## src/rtl/ram_prog_loader.sv

```systemverilog
// Loads a length-prefixed little-endian byte stream into a 32-bit RAM, then reads
// every word back and compares the running checksums of the writes and the reads.
//
// state  | meaning
// IDLE   | waiting for start, RAM untouched
// LEN    | collecting the 16-bit word count, low byte first
// DATA   | packing bytes into words, one RAM write per completed word
// VERIFY | issuing one read per cycle for every written word
// CHECK  | absorbing the last read, settling err
// DONE   | one-cycle done pulse
module ram_prog_loader #(
  parameter int DW   = 32,
  parameter int AW   = 12,
  parameter int BASE = 0
) (
  input  logic          clk,
  input  logic          rst_n,
  input  logic          start,
  input  logic          s_valid,
  input  logic [7:0]    s_data,
  output logic          s_ready,
  output logic          w_en,
  output logic [AW-1:0] w_addr,
  output logic [DW-1:0] w_data,
  output logic          r_en,
  output logic [AW-1:0] r_addr,
  input  logic [DW-1:0] r_data_i,
  output logic          busy,
  output logic          done,
  output logic          err
);

  typedef enum logic [2:0] {
    S_IDLE, S_LEN, S_DATA, S_VERIFY, S_CHECK, S_DONE
  } state_t;

  localparam int unsigned MAX_WORDS = 1 << AW;

  state_t        state, state_nx;
  logic [1:0]    byte_cnt;
  logic [15:0]   len;
  logic [15:0]   wr_idx;
  logic [15:0]   rd_idx;
  logic [23:0]   word_lo;
  logic [DW-1:0] sum_w;
  logic [DW-1:0] sum_r;
  logic          pend;
  logic          len_err;

  logic          accept;
  logic [15:0]   len_nx;
  logic          len_bad;
  logic [DW-1:0] word_full;
  logic          last_word;

  assign s_ready   = (state == S_LEN) || (state == S_DATA);
  assign busy      = (state != S_IDLE);
  assign done      = (state == S_DONE);
  assign accept    = s_valid && s_ready;
  assign len_nx    = {s_data, len[7:0]};
  assign len_bad   = 32'(len_nx) > MAX_WORDS;
  assign word_full = {s_data, word_lo};
  assign last_word = (wr_idx == len - 16'd1);

  always_ff @(posedge clk) begin
    if (!rst_n) state <= S_IDLE;
    else        state <= state_nx;
  end

  // Zero and oversize lengths pass through CHECK so done lands two cycles after the length.
  always_comb begin
    state_nx = state;
    case (state)
      S_IDLE:   if (start) state_nx = S_LEN;
      S_LEN:    if (accept && byte_cnt == 2'd1)
                  state_nx = (len_nx == 16'd0 || len_bad) ? S_CHECK : S_DATA;
      S_DATA:   if (accept && byte_cnt == 2'd3 && last_word) state_nx = S_VERIFY;
      S_VERIFY: if (rd_idx == len) state_nx = S_CHECK;
      S_CHECK:  state_nx = S_DONE;
      S_DONE:   state_nx = S_IDLE;
      default:  state_nx = S_IDLE;
    endcase
  end

  always_ff @(posedge clk) begin
    if (!rst_n) begin
      byte_cnt <= 2'd0;
      len      <= 16'd0;
      wr_idx   <= 16'd0;
      rd_idx   <= 16'd0;
      word_lo  <= 24'd0;
      sum_w    <= '0;
      sum_r    <= '0;
      pend     <= 1'b0;
      len_err  <= 1'b0;
      err      <= 1'b0;
      w_en     <= 1'b0;
      w_addr   <= '0;
      w_data   <= '0;
      r_en     <= 1'b0;
      r_addr   <= '0;
    end else begin
      w_en <= 1'b0;
      r_en <= 1'b0;
      pend <= r_en;
      if (pend) sum_r <= sum_r + r_data_i;
      case (state)
        S_IDLE: begin
          if (start) begin
            byte_cnt <= 2'd0;
            wr_idx   <= 16'd0;
            rd_idx   <= 16'd0;
            sum_w    <= '0;
            sum_r    <= '0;
            err      <= 1'b0;
            len_err  <= 1'b0;
          end
        end
        S_LEN: begin
          if (accept) begin
            if (byte_cnt == 2'd0) begin
              len[7:0] <= s_data;
              byte_cnt <= 2'd1;
            end else begin
              len      <= len_nx;
              len_err  <= len_bad;
              byte_cnt <= 2'd0;
            end
          end
        end
        S_DATA: begin
          if (accept) begin
            byte_cnt <= byte_cnt + 2'd1;
            case (byte_cnt)
              2'd0: word_lo[7:0]   <= s_data;
              2'd1: word_lo[15:8]  <= s_data;
              2'd2: word_lo[23:16] <= s_data;
              default: begin
                w_en   <= 1'b1;
                w_addr <= AW'(BASE + wr_idx);
                w_data <= word_full;
                sum_w  <= sum_w + word_full;
                wr_idx <= wr_idx + 16'd1;
              end
            endcase
          end
        end
        S_VERIFY: begin
          if (rd_idx != len) begin
            r_en   <= 1'b1;
            r_addr <= AW'(BASE + rd_idx);
            rd_idx <= rd_idx + 16'd1;
          end
        end
        S_CHECK: err <= len_err || ((pend ? sum_r + r_data_i : sum_r) != sum_w);
        default: ;
      endcase
    end
  end

endmodule

```

## config.mk

```make
export PLATFORM = sky130hd
export DESIGN_NAME = ram_prog_loader
export DESIGN_NICKNAME = d
export VERILOG_FILES = /design/src/rtl/ram_prog_loader.sv
export SDC_FILE = /design/constraint.sdc
export NUM_CORES = 1
export LEC_CHECK = 0
export CAP_MARGIN = 20
export CORE_AREA = 2 2 165 167
export DETAILED_ROUTE_END_ITERATION = 6
export DIE_AREA = 0 0 167 169
export PLACE_DENSITY_LB_ADDON = 0.2
export SLEW_MARGIN = 5
export SYNTH_ARGS = -nofsm -noshare
export SYNTH_HDL_FRONTEND = slang
export SYNTH_SLANG_ARGS = --single-unit
```

## constraint.sdc

```tcl
create_clock -name clk -period 4.9 [get_ports clk]
set_input_delay 0.98 -clock clk [delete_from_list [all_inputs] [get_ports clk]]
set_output_delay 0.98 -clock clk [all_outputs]
set_load 0.02 [all_outputs]
```

==> reports/metrics.csv <==
stage,metric,value,unit
outcome,status,"complete, no violations",
floorplanning,die_y,169,um
timing,slew_headroom,38.5,%
synth,syn_nets,1730,
synth,synth_edf_count,0,
drt,drtIter0Drc,849,
finish,antenna_cells,0,
place,port_buffers,105,
synth,syn_inst,1614,
synth,yosysUniqueCellTypes,82,
floorplanning,die_area,28200,um2
worst_hold_path,holdCritPathClass,reg2reg,
worst_hold_path,hold_depth,2,
setup_path,crit_buf_inv,1,
finish,fill_cells,2435,
pwr,p_leak,5.90,nW
clock_network,h-tree-depth,1,
clock_network,clockBufferDepth,3,
grt,grtUsageTotal,26.9,%
synth,yosysWarnings,0,
timing,setup_viol,0,
drt,drtPass1Iterations,5,
synth,synth_most_common_cell,nand2_1,
setup_path,worst-setup-path-type,in2reg,
setup_path,crit_path_end_kind,flop,
drt,drt-wirelength-per-cell,19.0,um
finish,fin_nets,1791,
setup_path,slowest_delay,0.50,ns
drt,routed-via-count,11900,
setup_path,cp.required,5.31,ns
synth,ys_ff_latch,202,
synth,ys_top_cells_by_area,"dfxtp_1, ha_1, nand2_1, xor2_1, xnor2_1",
floorplanning,io_pins,106,
timing,rsz0062_at_grt,false,
drt,drc,0,
finish,area_delta_synth_final,16.1,%
timing,hold_viol_final,0,
synth,synth_top_area_share,31.0,%
synth,async_reset_ff_share,0,%
floorplanning,core,26500,um2
timing,worst_slew_pin_slew,0.922,ns
synth,synth_seq_area_share,31.0,%
synth,synthTopCellsByCount,"nand2_1, dfxtp_1, nor2_1",
pwr,power,3.92,mW
clock_network,cts_resized,0,
job,max_cap_violations,0,
finish,drive_gt1_share,5.03,%
synth,avgSynthCellArea,8.08,um2
floorplanning,rows,60,
setup_path,ff2ff_setup_slack,1.24,ns
synth,yosys.area.top_type,dfxtp_1,
clock_network,clk_latency,0.54,ns
pwr,p_int,2.91,mW
finish,multi_input_area,8530,um2
timing,clock_skew,0.0173,ns
timing,final_max_slew_viol_count,0,
pwr,p_sw,1.01,mW
pwr,switching_share,25.8,%
finish,register_area,4050,um2
drt,postRouteAntennaNets,0,
pwr,comb_power_share,10.9,%
synth,synth_flop_cell,dfxtp_1,
setup_path,critical-path-slowest-cell,or4bb_1,
pwr,powerDensity,259,nW/um2
place,gp_congestion,0.949,
synth,synth.cell_area,13000,um2
pwr,seq_power_share,42.9,%
clock_network,hold_buffers,0,
clock_network,cts-root-buf,clkbuf_16,
clock_network,clock-sinks,202,
pwr,p_clk_share,46.2,%
timing,fmaxAchievable,236,MHz
setup_path,cp_top_family,compound AO/OA/AOI/OAI gates,
timing,min_period,4.23,ns
grt,grt_pass1_vias,11400,
pwr,ir_drop,290,uV
clock_network,post_cts_buffers,0,
setup_path,cp.depth,13,
setup_path,critPathArrivalTime,4.64,ns
drt,wl,38.5,mm
floorplanning,start_util,49.2,%
grt,grt_overflow,0,
setup_path,crit_fanout,4,
setup_path,reg2reg_depth,12,
place,hpwlAfterDp,28.7,mm
timing,finalSetupTns,0,ns
setup_path,path_cells,clkdlybuf4s50_1 > ha_1 > fa_1 > a211o_1 > a211o_1 > a21oi_1 > o2111ai_1 > and2_1 > a21oi_1 > nor3_1 > or4bb_1 > a31oi_1 > nand2_1,
setup_path,startpoint_type,input port,
timing,timing.hold.ws,0.463,ns
floorplanning,die_w,167,um
clock_network,cts_buffers,24,
grt,antenna_found_initial,0,
drt,vias_per_cell,5.85,
grt,grt_pass1_wl,61.8,mm
clock_network,clk_pin_slew,0.06,ns
grt,grt_max_degree,108,
timing,final.period_utilization,86.4,%
clock_network,cts_tree,yes,
-- registers in the layout, indices dropped and copies added (netlist names) --
name / count
len_err: 1
w_en: 1
len: 16
word_lo: 24
byte_cnt: 2
pend: 1
w_addr: 12
r_addr: 12
rd_idx: 16
sum_w: 32
wr_idx: 16
r_en: 1
sum_r: 32
state: 3
w_data: 32
err: 1
-- per-stage QoR --
stage	cells	utilization (%)	area, um2	setup slack (ns)
floorplan	1614	-	13000	0.993
global placement	1990	54.1	14300	0.226
detailed placement	1990	54.1	14300	0.211
CTS	2032	57.2	15100	0.740
global route	2032	57.2	15100	0.383
finish	2032	57.2	15100	0.668
-- placed cells by master (no fill, tap or decap), drive strengths merged, types with 5 or more instances in the layout --
cell type and n:
nand2b 9, clkinv 6, and3 12, o211ai 11, nand4 28, clkdlybuf4s50 104
o21ai 59, o21a 15, nor3 36, nor2 117, or4 6, o31a 7
a22oi 22, mux2i 56, a31oi 12, a211oi 12, or2 6, or3 16
o2111ai 5, ha 70, a21oi 88, clkbuf 32, inv 28, xor2 80
buf 25, o21bai 6, a32oi 6, nand2 215, nor4 13, xnor2 68
dfxtp 202, and2 11, nand3 59, nor2b 68, a21boi 70, o31ai 5
a21o 26, a211o 5
-- power by group through the flow --
| stage | clock [mW] | sequential [mW] | combinational [mW] |
|---|---|---|---|
| after floorplan | 0 | 1.70 | 0.291 |
| after global placement | 0 | 1.71 | 0.416 |
| after detailed placement | 0 | 1.71 | 0.420 |
| after CTS | 1.84 | 1.68 | 0.423 |
| after global routing | 1.90 | 1.68 | 0.462 |
| final | 1.81 | 1.68 | 0.427 |
-- cell families after synthesis --
family                   share of synthesized area [%]
flip-flops                                        31.0
multiplexers                                      4.67
AO/OA/AOI/OAI                                     20.3
buffers and inverters                             3.66
AND/OR/NAND/NOR                                   22.8
adder cells (fa/ha/maj)                           7.02
XOR/XNOR                                          10.5
-- metal layers --
metal  GRT usage [%]  wire length, um  part of all wire, %
met1            35.2            17300                   45
met2            45.1            17900                   46
met3            4.37             2020                  5.3
met4            9.60             1360                  3.5
met5               0                0                    0
-- worst reg2reg max path, stage by stage (launching register included) --
cell and delay, ns:
dfxtp_1 0.31, ha_1 0.22, fa_1 0.45, a211o_1 0.35, a211o_1 0.31, a21oi_1 0.31, o2111ai_1 0.26, and2_1 0.26
a21oi_1 0.21, nor3_1 0.08, or4bb_1 0.50, a31oi_1 0.19, nand2_1 0.08
-- layout make-up --
type | count | share of cell area, %
multi-input combinational | 1289 | 56.3
clock buffer | 32 | 4.43
timing repair buffer | 129 | 8.09
clock inverter | 10 | 0.900
inverter | 29 | 0.719
sequential | 202 | 26.7
tap | 341 | 2.82
-- final timing paths --
check                         start                     end
max                     r_data_i[0]        err$_SDFFE_PN0P_
max reg2reg     sum_r[0]$_SDFF_PN0_        err$_SDFFE_PN0P_
min reg2reg  w_addr[2]$_SDFFE_PN0P_  w_addr[2]$_SDFFE_PN0P_
min          w_addr[2]$_SDFFE_PN0P_  w_addr[2]$_SDFFE_PN0P_
No activity file was read; power rests on OpenSTA's default activity.
